<file path="src/rtl/frame_read_scheduler_pkg.sv">
// Shared types and default frame-buffer base addresses for the frame read scheduler.
package frame_read_scheduler_pkg;

  typedef enum logic [1:0] {
    ST_IDLE,
    ST_ARM,
    ST_RUN,
    ST_DRAIN
  } state_t;

  typedef logic [1:0] buf_idx_t;

  localparam logic [31:0] DEF_BASE_ADDR0 = 32'h1000_0000;
  localparam logic [31:0] DEF_BASE_ADDR1 = 32'h1004_0000;
  localparam logic [31:0] DEF_BASE_ADDR2 = 32'h1008_0000;

  function automatic logic [31:0] base_of(input buf_idx_t idx, input logic [31:0] b0,
                                          input logic [31:0] b1, input logic [31:0] b2);
    case (idx)
      2'd0:    return b0;
      2'd1:    return b1;
      default: return b2;
    endcase
  endfunction

endpackage

</file>
<file path="src/rtl/frame_read_scheduler_arbiter.sv">
// Triple-buffer role tracker: write/pending/read buffer indices, drop counter, writer base.
// wr_base_addr lags a W change by one cycle; rd_base_addr follows R combinationally.
module frame_buffer_arbiter
  import frame_read_scheduler_pkg::*;
#(
  parameter logic [31:0] BASE_ADDR0 = DEF_BASE_ADDR0,
  parameter logic [31:0] BASE_ADDR1 = DEF_BASE_ADDR1,
  parameter logic [31:0] BASE_ADDR2 = DEF_BASE_ADDR2
) (
  input  logic        clk,
  input  logic        rst_n,
  input  logic        wr_frame_done,
  input  logic        vsync_start_pulse,
  output logic [15:0] frame_drop_cnt,
  output logic [31:0] wr_base_addr,
  output logic [31:0] rd_base_addr
);

  buf_idx_t w_idx, p_idx, r_idx;
  logic     pending_valid;

  buf_idx_t w_nxt, p_mid, p_nxt, r_nxt;
  logic     pv_mid, pv_nxt;

  // Writer swap is resolved first so a same-cycle vsync picks up the frame just finished.
  always_comb begin
    w_nxt  = w_idx;
    p_mid  = p_idx;
    pv_mid = pending_valid;
    if (wr_frame_done) begin
      w_nxt  = p_idx;
      p_mid  = w_idx;
      pv_mid = 1'b1;
    end
    r_nxt  = r_idx;
    p_nxt  = p_mid;
    pv_nxt = pv_mid;
    if (vsync_start_pulse && pv_mid) begin
      r_nxt  = p_mid;
      p_nxt  = r_idx;
      pv_nxt = 1'b0;
    end
  end

  always_ff @(posedge clk or negedge rst_n) begin
    if (!rst_n) begin
      w_idx          <= 2'd0;
      p_idx          <= 2'd1;
      r_idx          <= 2'd2;
      pending_valid  <= 1'b0;
      frame_drop_cnt <= 16'd0;
      wr_base_addr   <= BASE_ADDR0;
    end else begin
      w_idx         <= w_nxt;
      p_idx         <= p_nxt;
      r_idx         <= r_nxt;
      pending_valid <= pv_nxt;
      if (wr_frame_done && pending_valid && frame_drop_cnt != 16'hFFFF)
        frame_drop_cnt <= frame_drop_cnt + 16'd1;
      wr_base_addr <= base_of(w_idx, BASE_ADDR0, BASE_ADDR1, BASE_ADDR2);
    end
  end

  assign rd_base_addr = base_of(r_idx, BASE_ADDR0, BASE_ADDR1, BASE_ADDR2);

endmodule

</file>
<file path="src/rtl/frame_read_scheduler.sv">
// Schedules DDR read bursts of the display buffer into the line FIFO, one registered request at a time.
// Requests are held until accepted; issue is throttled by outstanding count and FIFO free space.
module frame_read_scheduler
  import frame_read_scheduler_pkg::*;
#(
  parameter logic [31:0] BASE_ADDR0   = DEF_BASE_ADDR0,
  parameter logic [31:0] BASE_ADDR1   = DEF_BASE_ADDR1,
  parameter logic [31:0] BASE_ADDR2   = DEF_BASE_ADDR2,
  parameter int          BURST_WORDS  = 16,
  parameter int          BURST_BYTES  = 128,
  parameter int          FRAME_BURSTS = 1200,
  parameter int          MAX_OUT      = 4
) (
  input  logic        clk,
  input  logic        rst_n,
  input  logic        enable,
  input  logic        vsync_start_pulse,
  input  logic        wr_frame_done,
  output logic [31:0] wr_base_addr,
  output logic        rd_req,
  output logic [31:0] rd_addr,
  input  logic        rd_ack,
  input  logic        rd_burst_done,
  input  logic [9:0]  fifo_free,
  output logic [15:0] frame_drop_cnt,
  output logic        late_frame
);

  localparam int IDX_W = $clog2(FRAME_BURSTS + 1);
  localparam int OUT_W = $clog2(MAX_OUT + 1);

  state_t             state;
  logic [IDX_W-1:0]   burst_idx;
  logic [OUT_W-1:0]   outstanding;
  logic [31:0]        rd_base_addr;
  logic [31:0]        rd_next_addr;
  logic [10:0]        fifo_need;
  logic               handshake, done_ok, idx_left, out_room, fifo_room, issue, idle_bus;

  frame_buffer_arbiter #(
    .BASE_ADDR0(BASE_ADDR0),
    .BASE_ADDR1(BASE_ADDR1),
    .BASE_ADDR2(BASE_ADDR2)
  ) u_arb (
    .clk              (clk),
    .rst_n            (rst_n),
    .wr_frame_done    (wr_frame_done),
    .vsync_start_pulse(vsync_start_pulse),
    .frame_drop_cnt   (frame_drop_cnt),
    .wr_base_addr     (wr_base_addr),
    .rd_base_addr     (rd_base_addr)
  );

  assign handshake    = rd_req && rd_ack;
  assign done_ok      = rd_burst_done && (outstanding != '0);
  assign idx_left     = burst_idx < IDX_W'(FRAME_BURSTS);
  assign out_room     = outstanding < OUT_W'(MAX_OUT);
  // Space is reserved for every burst already in flight plus the one about to be issued.
  assign fifo_need    = 11'((int'(outstanding) + 1) * BURST_WORDS);
  assign fifo_room    = {1'b0, fifo_free} >= fifo_need;
  assign issue        = (state == ST_RUN) && enable && !vsync_start_pulse && !rd_req &&
                        idx_left && out_room && fifo_room;
  assign idle_bus     = (outstanding == '0) && !rd_req;
  assign rd_next_addr = rd_base_addr + 32'(burst_idx) * 32'(BURST_BYTES);

  always_ff @(posedge clk or negedge rst_n) begin
    if (!rst_n) begin
      state       <= ST_IDLE;
      burst_idx   <= '0;
      outstanding <= '0;
      rd_req      <= 1'b0;
      rd_addr     <= 32'd0;
      late_frame  <= 1'b0;
    end else begin
      if (issue) begin
        rd_req  <= 1'b1;
        rd_addr <= rd_next_addr;
      end else if (handshake) begin
        rd_req <= 1'b0;
      end

      case ({handshake, done_ok})
        2'b10:   outstanding <= outstanding + OUT_W'(1);
        2'b01:   outstanding <= outstanding - OUT_W'(1);
        default: ;
      endcase

      if (handshake)
        burst_idx <= burst_idx + IDX_W'(1);

      if (!enable) begin
        if (state == ST_DRAIN) begin
          if (idle_bus) state <= ST_IDLE;
        end else if (state != ST_IDLE) begin
          state <= ST_DRAIN;
        end
      end else begin
        case (state)
          ST_IDLE: state <= ST_ARM;
          ST_ARM: begin
            if (vsync_start_pulse) begin
              state     <= ST_RUN;
              burst_idx <= '0;
            end
          end
          ST_RUN: begin
            // A vsync that lands exactly on a fully issued frame simply restarts it.
            if (vsync_start_pulse) begin
              if (idx_left) begin
                late_frame <= 1'b1;
                state      <= ST_DRAIN;
              end else begin
                burst_idx <= '0;
              end
            end else if (!idx_left && !rd_req) begin
              state <= ST_ARM;
            end
          end
          ST_DRAIN: begin
            if (idle_bus) begin
              state     <= ST_RUN;
              burst_idx <= '0;
            end
          end
          default: state <= ST_IDLE;
        endcase
      end
    end
  end

endmodule

</file>
<file path="config.mk">
export PLATFORM = sky130hd
export DESIGN_NAME = frame_read_scheduler
export DESIGN_NICKNAME = d
export VERILOG_FILES = /design/src/rtl/frame_read_scheduler_pkg.sv /design/src/rtl/frame_read_scheduler_arbiter.sv /design/src/rtl/frame_read_scheduler.sv
export SDC_FILE = /design/constraint.sdc
export NUM_CORES = 1
export LEC_CHECK = 0
export ABC_CLOCK_PERIOD_IN_PS = 5800
export BUFFER_PORTS_ARGS = -buffer_cell sky130_fd_sc_hd__buf_2
export CORE_ASPECT_RATIO = 1.25
export CORE_MARGIN = 4
export CORE_UTILIZATION = 30
export CTS_CLUSTER_DIAMETER = 60
export CTS_CLUSTER_SIZE = 12
export DETAILED_ROUTE_END_ITERATION = 7
export GPL_ROUTABILITY_DRIVEN = 0
export PLACE_DENSITY = 0.53
export SYNTH_ARGS = -nofsm -noshare
export SYNTH_HDL_FRONTEND = slang
export SYNTH_SLANG_ARGS = --single-unit
</file>
<file path="constraint.sdc">
create_clock -name clk -period 5.8 [get_ports clk]
set_clock_uncertainty 0.05 [all_clocks]
set_input_delay 0.87 -clock clk [delete_from_list [all_inputs] [get_ports clk]]
set_output_delay 0.87 -clock clk [all_outputs]
set_load 0.01 [all_outputs]
</file>
==> impl_metrics.json, run 1 <==
{
  "finalCritPeriodShare_pct": 44.1,
  "place_area_sq_um": 3380,
  "fin_crit_ns": 2.56,
  "drc": 0,
  "ir_worst_vdd_mv": 0.179,
  "finalWirelength_um": 6050,
  "io_buffers": 50,
  "cts_tree": "done",
  "clock_sinks": 57,
  "setup_viol": 0,
  "htree_levels": 3,
  "grt_util_all_layers_pct": 10.4,
  "ys_seq_area_share_pct": 44.8,
  "post-cts-setup-buffers": 0,
  "crit_path_cell_trace": "inv_1 -> ha_1 -> inv_1 -> ha_1 -> and2_0 -> a221oi_1 -> o21ai_1 -> nand3_4 -> mux2_2",
  "syn_area_sq_um": 3190,
  "nets": 379,
  "clock.fmax_mhz": 391,
  "async_flop_share_pct": 100,
  "overflow": 0,
  "yosysMostFrequentCell": "dfrtp_1",
  "grt_max_degree": 58,
  "cts_root_buf": "clkbuf_16",
  "grt_pass1_vias": 2124,
  "maxSlewHeadroom_pct": 51.4,
  "drive_gt1_share_pct": 26.6,
  "synth_edf_count": 0,
  "required_ns": 5.95,
  "areaGrowthSynthToFinish_pct": 15.5,
  "worst_setup_path_end_kind": "flip-flop",
  "antenna_cells": 0,
  "arrival_ns": 2.71,
  "fin_area_sq_um": 3680,
  "fillers": 1063,
  "ctsResizeCount": 0,
  "ys.flop_type": "dfrtp_1",
  "clkPwrFrac_pct": 36.9,
  "avgSynthCellArea_sq_um": 10.6,
  "power_density_nw_per_um2": 392,
  "crit_path_max_fanout": 15,
  "clk_latency_ns": 0.32,
  "outcome": "finished, final reports clean",
  "synth_top_cell_area_share_pct": 43.2,
  "antenna_found_initial": 0,
  "pwr-share-seq_pct": 38.6,
  "drtPass1Iterations": 4,
  "hold_violations": 0,
  "tns_ns": 0,
  "cp_slowest_cell": "dfrtp_1",
  "tightest_slew_ns": 0.723,
  "io_pins": 99,
  "fp-row-count": 41,
  "critical-path-top-delay-family": "adder cells",
  "path_buf_inv": 2,
  "via_per_inst": 4.28,
  "num_vias": 2082,
  "ant_nets": 0,
  "synth_cells": 300,
  "die_h_um": 123,
  "swShare_pct": 31.4,
  "yosysTopAreaCell": "dfrtp_1",
  "comb_power_share_pct": 24.5,
  "worstSetupPathType": "reg2reg",
  "rsz0062_at_grt": "no",
  "p_int_mw": 0.990,
  "cts_buffers": 9,
  "hpwlAfterDp_um": 4460,
  "hp-class": "reg2reg",
  "first_iter_violations": 70,
  "cts.clk_slew.worst_paths_ns": 0.05,
  "clockBufferDepth": 2,
  "synthTopCellsByCount": "55 x dfrtp_1, 48 x buf_4, 22 x nor2_1",
  "dieArea_sq_um": 12400,
  "synth_cell_types": 49,
  "cts_hold_buf": 0,
  "core-area_sq_um": 10300,
  "synth_area_leaders": "dfrtp_1 43%, buf_4 11%, xnor2_1 4.1%, xor2_1 4.1%, mux2_4 3.8%",
  "max_stage_delay_ns": 0.41,
  "yosysWarnings": 0,
  "power.leakage_nw": 1.84,
  "die_w_um": 100,
  "synth_seq_cells": 57,
  "switching_power_mw": 0.453,
  "drv_cap": 0,
  "drv_slew": 0,
  "start_util_pct": 31.1,
  "grt_pass1_wl_um": 10100,
  "wl_per_cell_um": 12.4,
  "start_kind": "flip-flop"
}
## worst paths after layout
path                                            start                             endpoint  slack [ns]  cells past startpoint
max                        outstanding[0]$_DFFE_PN0P_              rd_addr[10]$_DFFE_PN0P_        3.24                      9
min                        u_arb.w_idx[1]$_DFFE_PN0P_     u_arb.wr_base_addr[19]$_DFF_PN0_        0.40                      0
max reg2reg                outstanding[0]$_DFFE_PN0P_              rd_addr[10]$_DFFE_PN0P_        3.24                      9
min reg2reg                u_arb.w_idx[1]$_DFFE_PN0P_     u_arb.wr_base_addr[19]$_DFF_PN0_        0.40                      0
max in group asynchronous                       rst_n  u_arb.frame_drop_cnt[3]$_DFFE_PN0P_        4.57                      2
min in group asynchronous                       rst_n                 state[1]$_DFFE_PN0P_        0.64                      2
## power groups by stage
stage	sequential, mW	clock (mW)	combinational [mW]
6_report	0.556	0.533	0.354
2_1_floorplan	0.554	0	0.284
5_1_grt	0.573	0.567	0.407
4_1_cts	0.557	0.548	0.363
3_5_place_dp	0.563	0	0.361
3_3_place_gp	0.562	0	0.349
## layout make-up
| class | instances | area [sq um] | share of cell area (%) |
|---|---|---|---|
| flip-flops and latches | 57 | 1430 | 38.8 |
| clock buffers | 10 | 239 | 6.49 |
| repair buffers | 52 | 265 | 7.20 |
| multi-input cells | 222 | 1490 | 40.3 |
| well taps | 129 | 161 | 4.38 |
| clock inverters | 6 | 66.3 | 1.80 |
| inverters | 10 | 37.5 | 1.02 |
## state kept, by name, indices dropped and copies added, names as in the netlist
name and count:
u_arb.w_idx 2, rd_req 1, u_arb.wr_base_addr 2, burst_idx 11, u_arb.p_idx 2, outstanding 3, u_arb.pending_valid 1, u_arb.frame_drop_cnt 16
u_arb.r_idx 2, rd_addr 14, state 2, late_frame 1
## cells in the final DEF, fill, tap and decap left out, drive strengths merged, types with 7 or more instances in the layout
cell type and count:
conb 48, mux2 17, xnor2 15, dfrtp 55, inv 11, buf 52, nand4 8, ha 9
nand2 19, o21ai 7, nor3 7, xor2 15, nand3 10, nor2 22, clkbuf 10
## routing by layer
metal	up-vias	wire, um	global-route usage [%]
met4	0	102	4.80
met1	993	2500	12.1
met5	-	0	0
li1	1020	-	-
met2	60	3080	17.7
met3	9	361	2.82
## stage by stage
stage / setup WS (ns) / utilization [%] / power [mW] / instances / hold WS [ns]
after floorplan: 3.38 / - / 0.837 / 346 / 0.410
after global placement: 3.16 / 32.9 / 0.911 / 470 / 0.385
after detailed placement: 3.06 / 32.9 / 0.924 / 470 / 0.391
after CTS: 3.20 / 35.9 / 1.47 / 486 / 0.404
after global routing: 3.12 / 35.9 / 1.55 / 486 / 0.417
final: 3.24 / 35.9 / 1.44 / 486 / 0.404
## cell families after synthesis
| group | count (synthesis) | synth area share, % |
|---|---|---|
| xor+xnor | 30 | 8.24 |
| other cells | 2 | 0.235 |
| flops | 57 | 44.8 |
| simple gates | 91 | 15.4 |
| mux | 20 | 7.89 |
| fa+ha+maj | 10 | 4.16 |
| compound gates | 23 | 5.30 |
| buf+inv | 67 | 14.0 |
Power figures use the tool's default switching activity.
==> run 2, diff against run 1 <==
ABC_AREA = 1   (was default)
ABC_CLOCK_PERIOD_IN_PS = 2300   (was 5800)
PLACE_DENSITY = 0.54   (was 0.53)
clock period = 2.3 ns   (was 5.8 ns; I/O delays follow)
==> run 2 against run 1 <==
Flip-flop and latch count did not move. Combinational power grew to 3.0 times the previous value. Sequential share of layout area down 4.0 points. Via count is 35% higher. Clock power rose to 2.6 times the previous value. Utilization fell by 0.55 points. First-iteration DRC count grew 47%. Critical path depth did not move. Clock-buffer cell count grew 3. Sequential power rose to 2.5 times the previous value. Hold slack got worse by 0.22 ns. Largest cell class unchanged.
==> impl_metrics.json, run 2 <==
{
  "outcome": "finished, final reports clean",
  "num_vias": 2811,
  "grt_util_all_layers_pct": 11.4,
  "start_util_pct": 30.5,
  "cts_root_buf": "clkbuf_16",
  "layout.cells.non_filler": 675,
  "yosysMostFrequentCell": "nand2_1",
  "max_stage_delay_ns": 0.40,
  "mostFrequentLayoutCells": "137 x nand2_1, 55 x dfrtp_1, 50 x buf_2",
  "dieArea_sq_um": 13600,
  "syn_area_sq_um": 3550,
  "clk_latency_ns": 0.32,
  "synth_cell_types": 37,
  "wl_per_cell_um": 11.0,
  "start_kind": "flip-flop",
  "ys.flop_type": "dfrtp_1",
  "grt_pass1_wl_um": 12500,
  "power.leakage_nw": 2.19,
  "p_total_mw": 3.85,
  "fillers": 1237,
  "core-area_sq_um": 11600,
  "dp_cells": 659,
  "areaGrowthSynthToFinish_pct": 15.8,
  "ys_seq_area_share_pct": 40.3,
  "drive_gt1_share_pct": 19.1,
  "reg.largest.list": "u_arb.frame_drop_cnt (16), rd_addr (14), burst_idx (11)",
  "drv_cap": 0,
  "nets": 537,
  "cts_tree": "done",
  "finalWirelength_um": 7420,
  "synth_area_leaders": "dfrtp_1 39%, nand2_1 15%, buf_4 10%, inv_1 5.0%, nor2_1 3.6%",
  "hold_violations": 0,
  "required_ns": 2.45,
  "async_flop_share_pct": 100,
  "arrival_ns": 2.31,
  "synthTopCellsByCount": "137 x nand2_1, 55 x dfrtp_1, 48 x buf_4",
  "die_w_um": 105,
  "synth_edf_count": 0,
  "ctsResizeCount": 0,
  "crit_path_cell_trace": "inv_1 -> ha_1 -> a21boi_0 -> ha_1 -> inv_1 -> fa_1 -> a21oi_1 -> o21ai_0 -> xor2_1",
  "synth_cells": 452,
  "synth_seq_cells": 57,
  "cts.clk_slew.worst_paths_ns": 0.05,
  "fp-row-count": 44,
  "antenna_found_initial": 0,
  "antenna_cells": 0,
  "clockBufferDepth": 2,
  "drv_slew": 0,
  "clock.fmax_mhz": 463,
  "tns_ns": 0,
  "io_buffers": 50,
  "fin_crit_ns": 2.16,
  "cp_slowest_cell": "dfrtp_1",
  "hp-class": "in2reg",
  "grt_max_degree": 22,
  "ir_worst_vdd_mv": 0.437,
  "finalCritPeriodShare_pct": 93.9,
  "synth_top_cell_area_share_pct": 38.8,
  "die_h_um": 130,
  "hp-start": "rd_ack",
  "first_iter_violations": 103,
  "fin_area_sq_um": 4110,
  "grt_pass1_vias": 2731,
  "yosysWarnings": 0,
  "crit_path_max_fanout": 4,
  "r2r-start": "outstanding[0]$_DFFE_PN0P_",
  "hpwlAfterDp_um": 5710,
  "drtPass1Iterations": 4,
  "overflow": 0,
  "setup_viol": 0,
  "largest_reg_flops": 16,
  "io_pins": 99,
  "yosysTopAreaCell": "dfrtp_1",
  "via_per_inst": 4.16,
  "worst_setup_path_end_kind": "flip-flop",
  "clock_sinks": 57,
  "avgSynthCellArea_sq_um": 7.84,
  "worstSetupPathType": "reg2reg",
  "rsz0062_at_grt": "no",
  "crit_path_start": "outstanding[0]$_DFFE_PN0P_",
  "ant_nets": 0,
  "final_common_cell": "nand2_1",
  "htree_levels": 3,
  "power_density_nw_per_um2": 937,
  "whs_ns": 0.189,
  "drc": 0,
  "cts_buffers": 9,
  "place_area_sq_um": 3780,
  "regMostFlops": "u_arb.frame_drop_cnt"
}
## run 2: changes by cell type in the layout (fill, tap and decap cells not counted), sizes merged, moves of 4 or more
| cell | previous run | this run |
|---|---|---|
| nand3 | 10 | 28 |
| o21ai | 7 | 21 |
| nor2 | 22 | 40 |
| inv | 11 | 52 |
| and3 | 4 | 0 |
| mux2 | 17 | 0 |
| nor2b | 4 | 0 |
| nand2 | 19 | 143 |
| xor2 | 15 | 5 |
| a21oi | 2 | 6 |
## run 2: path summary, 6_finish.rpt
kind | to | slack [ns] | cells past startpoint
max in group asynchronous | u_arb.r_idx[1]$_DFFE_PN1P_ | 1.05 | 3
min | rd_req$_DFFE_PN0P_ | 0.19 | 2
min in group asynchronous | u_arb.wr_base_addr[19]$_DFF_PN0_ | 0.44 | 2
max | outstanding[2]$_DFFE_PN0P_ | 0.14 | 9
max reg2reg | outstanding[2]$_DFFE_PN0P_ | 0.14 | 9
min reg2reg | u_arb.wr_base_addr[19]$_DFF_PN0_ | 0.36 | 0
## run 2: stage by stage
step	util [%]	worst slack, ns
CTS	35.4	0.181
global placement	32.6	0.266
finish	35.4	0.141
detailed placement	32.6	0.178
floorplan	-	0.330
global route	35.4	0.0104
## run 2: cells by family after synthesis
group	synth area share, %
simple gates	29.4
buf+inv	17.3
flops	40.3
compound gates	4.87
xor+xnor	4.20
fa+ha+maj	3.74
other cells	0.212
## run 2: repair_timing
item / 4_1_cts / 5_1_grt
setup buffers: 0 / 0
hold buffers: 1 / 0
hold endpoints to repair: 16 / 0
## run 2: report_power, final
part           total, mW  switching, mW  internal, mW
logic               1.05          0.633         0.414
clock network       1.39          0.442         0.947
registers           1.41          0.199          1.21
total               3.85           1.27          2.58
## run 2: layer usage
| layer | global-route usage [%] | vias up | share of wire [%] |
|---|---|---|---|
| met1 | 13.0 | 1296 | 44 |
| met5 | 0 | - | 0 |
| met2 | 19.8 | 75 | 49 |
| li1 | - | 1429 | - |
| met4 | 4.48 | 0 | 1.9 |
| met3 | 3.59 | 11 | 5.3 |
## run 2: cell type report
class	count	area, sq um	share of cell area [%]
Sequential cell	57	1430	34.8
Tap cell	161	201	4.90
Clock inverter	2	35.0	0.853
Clock buffer	13	280	6.82
Timing Repair Buffer	55	290	7.07
Inverter	52	195	4.75
Multi-Input combinational cell	335	1680	40.8
## run 2: critical path, delay by kind of cell, from the launching register on
| kind | cells | cell delay [ns] |
|---|---|---|
| adder cells (fa/ha/maj) | 3 | 0.78 |
| AO/OA/AOI/OAI | 3 | 0.46 |
| flip-flops | 1 | 0.40 |
| buffers and inverters | 2 | 0.18 |
| XOR/XNOR | 1 | 0.15 |
==> run 3, diff against run 2 <==
PLACE_DENSITY = 0.57   (was 0.54)
==> run 3 against run 2 <==
Hold slack got worse by 0.18 ns. Via count up 0.14%. Non-clock buffer count decreased by 1. Flip-flop and latch count unchanged. Sequential share of layout area decreased by 0.35 points. Fmax is 2.7% higher. Final cell count unchanged. Register-to-register slack better by 0.06 ns. Sequential power barely moved. Routed wire length shrank 1.2%. Clock-buffer cell count fell by 3. Worst setup slack better by 0.056 ns.
==> impl_metrics.json, run 3 (synthesis results as in run 2) <==
{
  "outcome": "finished, final reports clean",
  "start_util_pct": 30.5,
  "ctsResizeCount": 0,
  "die_w_um": 105,
  "hp-class": "in2async",
  "hold_violations": 0,
  "regMostFlops": "u_arb.frame_drop_cnt",
  "clockBufferDepth": 2,
  "start_kind": "flip-flop",
  "setup_viol": 0,
  "final_common_cell": "nand2_1",
  "clock.fmax_mhz": 475,
  "worst_setup_path_end_kind": "flip-flop",
  "drv_slew": 0,
  "dp_slack_ns": 0.172,
  "finalCritPeriodShare_pct": 91.4,
  "clk_latency_ns": 0.32,
  "io_pins": 99,
  "fin_crit_ns": 2.10,
  "areaGrowthSynthToFinish_pct": 17.0,
  "required_ns": 2.45,
  "dieArea_sq_um": 13600,
  "die_h_um": 130,
  "worstReg2RegEnd": "outstanding[2]$_DFFE_PN0P_",
  "cts_root_buf": "clkbuf_16",
  "cts_hold_buf": 0,
  "arrival_ns": 2.25,
  "wl_per_cell_um": 10.9,
  "cts_tree": "done",
  "first_iter_violations": 86,
  "hpwlAfterDp_um": 5710,
  "tightest_slew_ns": 0.685,
  "ir_worst_vdd_mv": 0.477,
  "via_per_inst": 4.17,
  "drc": 0,
  "finalWirelength_um": 7330,
  "antenna_found_initial": 0,
  "maxSlewHeadroom_pct": 54.3,
  "core-area_sq_um": 11600,
  "drv_cap": 0,
  "reg.largest.list": "u_arb.frame_drop_cnt (16), rd_addr (14), burst_idx (11)",
  "post-cts-setup-buffers": 0,
  "cts.clk_slew.worst_paths_ns": 0.06,
  "fillers": 1189,
  "rsz0062_at_grt": "no",
  "clock_sinks": 57,
  "crit_path_max_fanout": 4,
  "grt_pass1_vias": 2681,
  "overflow": 0,
  "drive_gt1_share_pct": 19.3,
  "ant_nets": 0,
  "power_density_nw_per_um2": 971,
  "cts_buffers": 9,
  "drtPass1Iterations": 4,
  "num_vias": 2815,
  "tns_ns": 0,
  "setup_ws_ns": 0.197,
  "htree_levels": 3,
  "ff2ff_setup_slack_ns": 0.20,
  "power.leakage_nw": 2.20,
  "mostFrequentLayoutCells": "137 x nand2_1, 55 x dfrtp_1, 50 x buf_2",
  "io_buffers": 50,
  "largest_reg_flops": 16,
  "fp-row-count": 44,
  "r2r-start": "outstanding[0]$_DFFE_PN0P_",
  "antenna_cells": 0,
  "grt_pass1_wl_um": 12100,
  "worstSetupPathType": "reg2reg",
  "grt_util_all_layers_pct": 11.1,
  "reg2regPathDepth": 9,
  "grt_max_degree": 29,
  "nets": 536
}
==> run 3: changes by cell type in the layout (fill, tap and decap cells not counted) <==
| cell | previous run | this run |
|---|---|---|
| clkinv_4 | 0 | 2 |
| buf_4 | 4 | 3 |
| clkbuf_8 | 4 | 1 |
| clkinvlp_4 | 0 | 1 |
| buf_12 | 0 | 1 |
| dlygate4sd3_1 | 1 | 0 |
| bufinv_16 | 1 | 3 |
| clkinv_2 | 1 | 0 |
==> run 3: cell type report <==
class                           count  area (sq um)  area share, %
Multi-Input combinational cell    335          1680           40.4
Sequential cell                    57          1430           34.4
Timing Repair Buffer               54           293           7.06
Clock buffer                       10           239           5.76
Tap cell                          161           201           4.86
Inverter                           52           195           4.70
Clock inverter                      6           115           2.77
==> run 3: layer usage <==
layer	vias up	wire length (um)	part of all wire (%)	track usage [%]
li1	1435	-	-	-
met5	-	0	0	0
met1	1296	3100	42	13.2
met3	11	429	5.8	2.49
met2	73	3670	50	18.8
met4	0	136	1.9	5.64
==> run 3: power breakdown <==
part,switching (mW),total (mW),internal (mW)
Combinational,0.645,1.06,0.419
Clock,0.468,1.56,1.09
Sequential,0.195,1.41,1.21
==> run 3: through the flow <==
step	instances	utilization, %	total power [mW]	hold WS (ns)	area, sq um
final	675	35.7	4.03	0.00994	4150
after global routing	675	35.7	4.32	0.0700	4150
after CTS	675	35.7	4.09	0.0306	4150
after detailed placement	659	32.7	2.51	0.333	3790
after global placement	659	32.7	2.46	0.335	3790
after floorplan	498	-	2.20	-0.000591	3720
==> run 3: worst max path at each step <==
stage / startpoint / endpoint / slack, ns / depth (start not counted)
2_1_floorplan: outstanding[0]$_DFFE_PN0P_ / outstanding[2]$_DFFE_PN0P_ / 0.33 / 9
3_3_place_gp: outstanding[0]$_DFFE_PN0P_ / outstanding[2]$_DFFE_PN0P_ / 0.27 / 9
3_5_place_dp: outstanding[0]$_DFFE_PN0P_ / outstanding[2]$_DFFE_PN0P_ / 0.17 / 9
4_1_cts: outstanding[0]$_DFFE_PN0P_ / outstanding[2]$_DFFE_PN0P_ / 0.18 / 9
5_1_grt: outstanding[0]$_DFFE_PN0P_ / outstanding[2]$_DFFE_PN0P_ / 0.02 / 9
6_report: outstanding[0]$_DFFE_PN0P_ / outstanding[2]$_DFFE_PN0P_ / 0.20 / 9
==> run 3: critical path, stage by stage, from the launching register on <==
cell and delay [ns]:
dfrtp_1 0.39, inv_1 0.11, ha_1 0.23, a21boi_0 0.18
ha_1 0.16, inv_1 0.06, fa_1 0.38, a21oi_1 0.15
o21ai_0 0.11, xor2_1 0.15
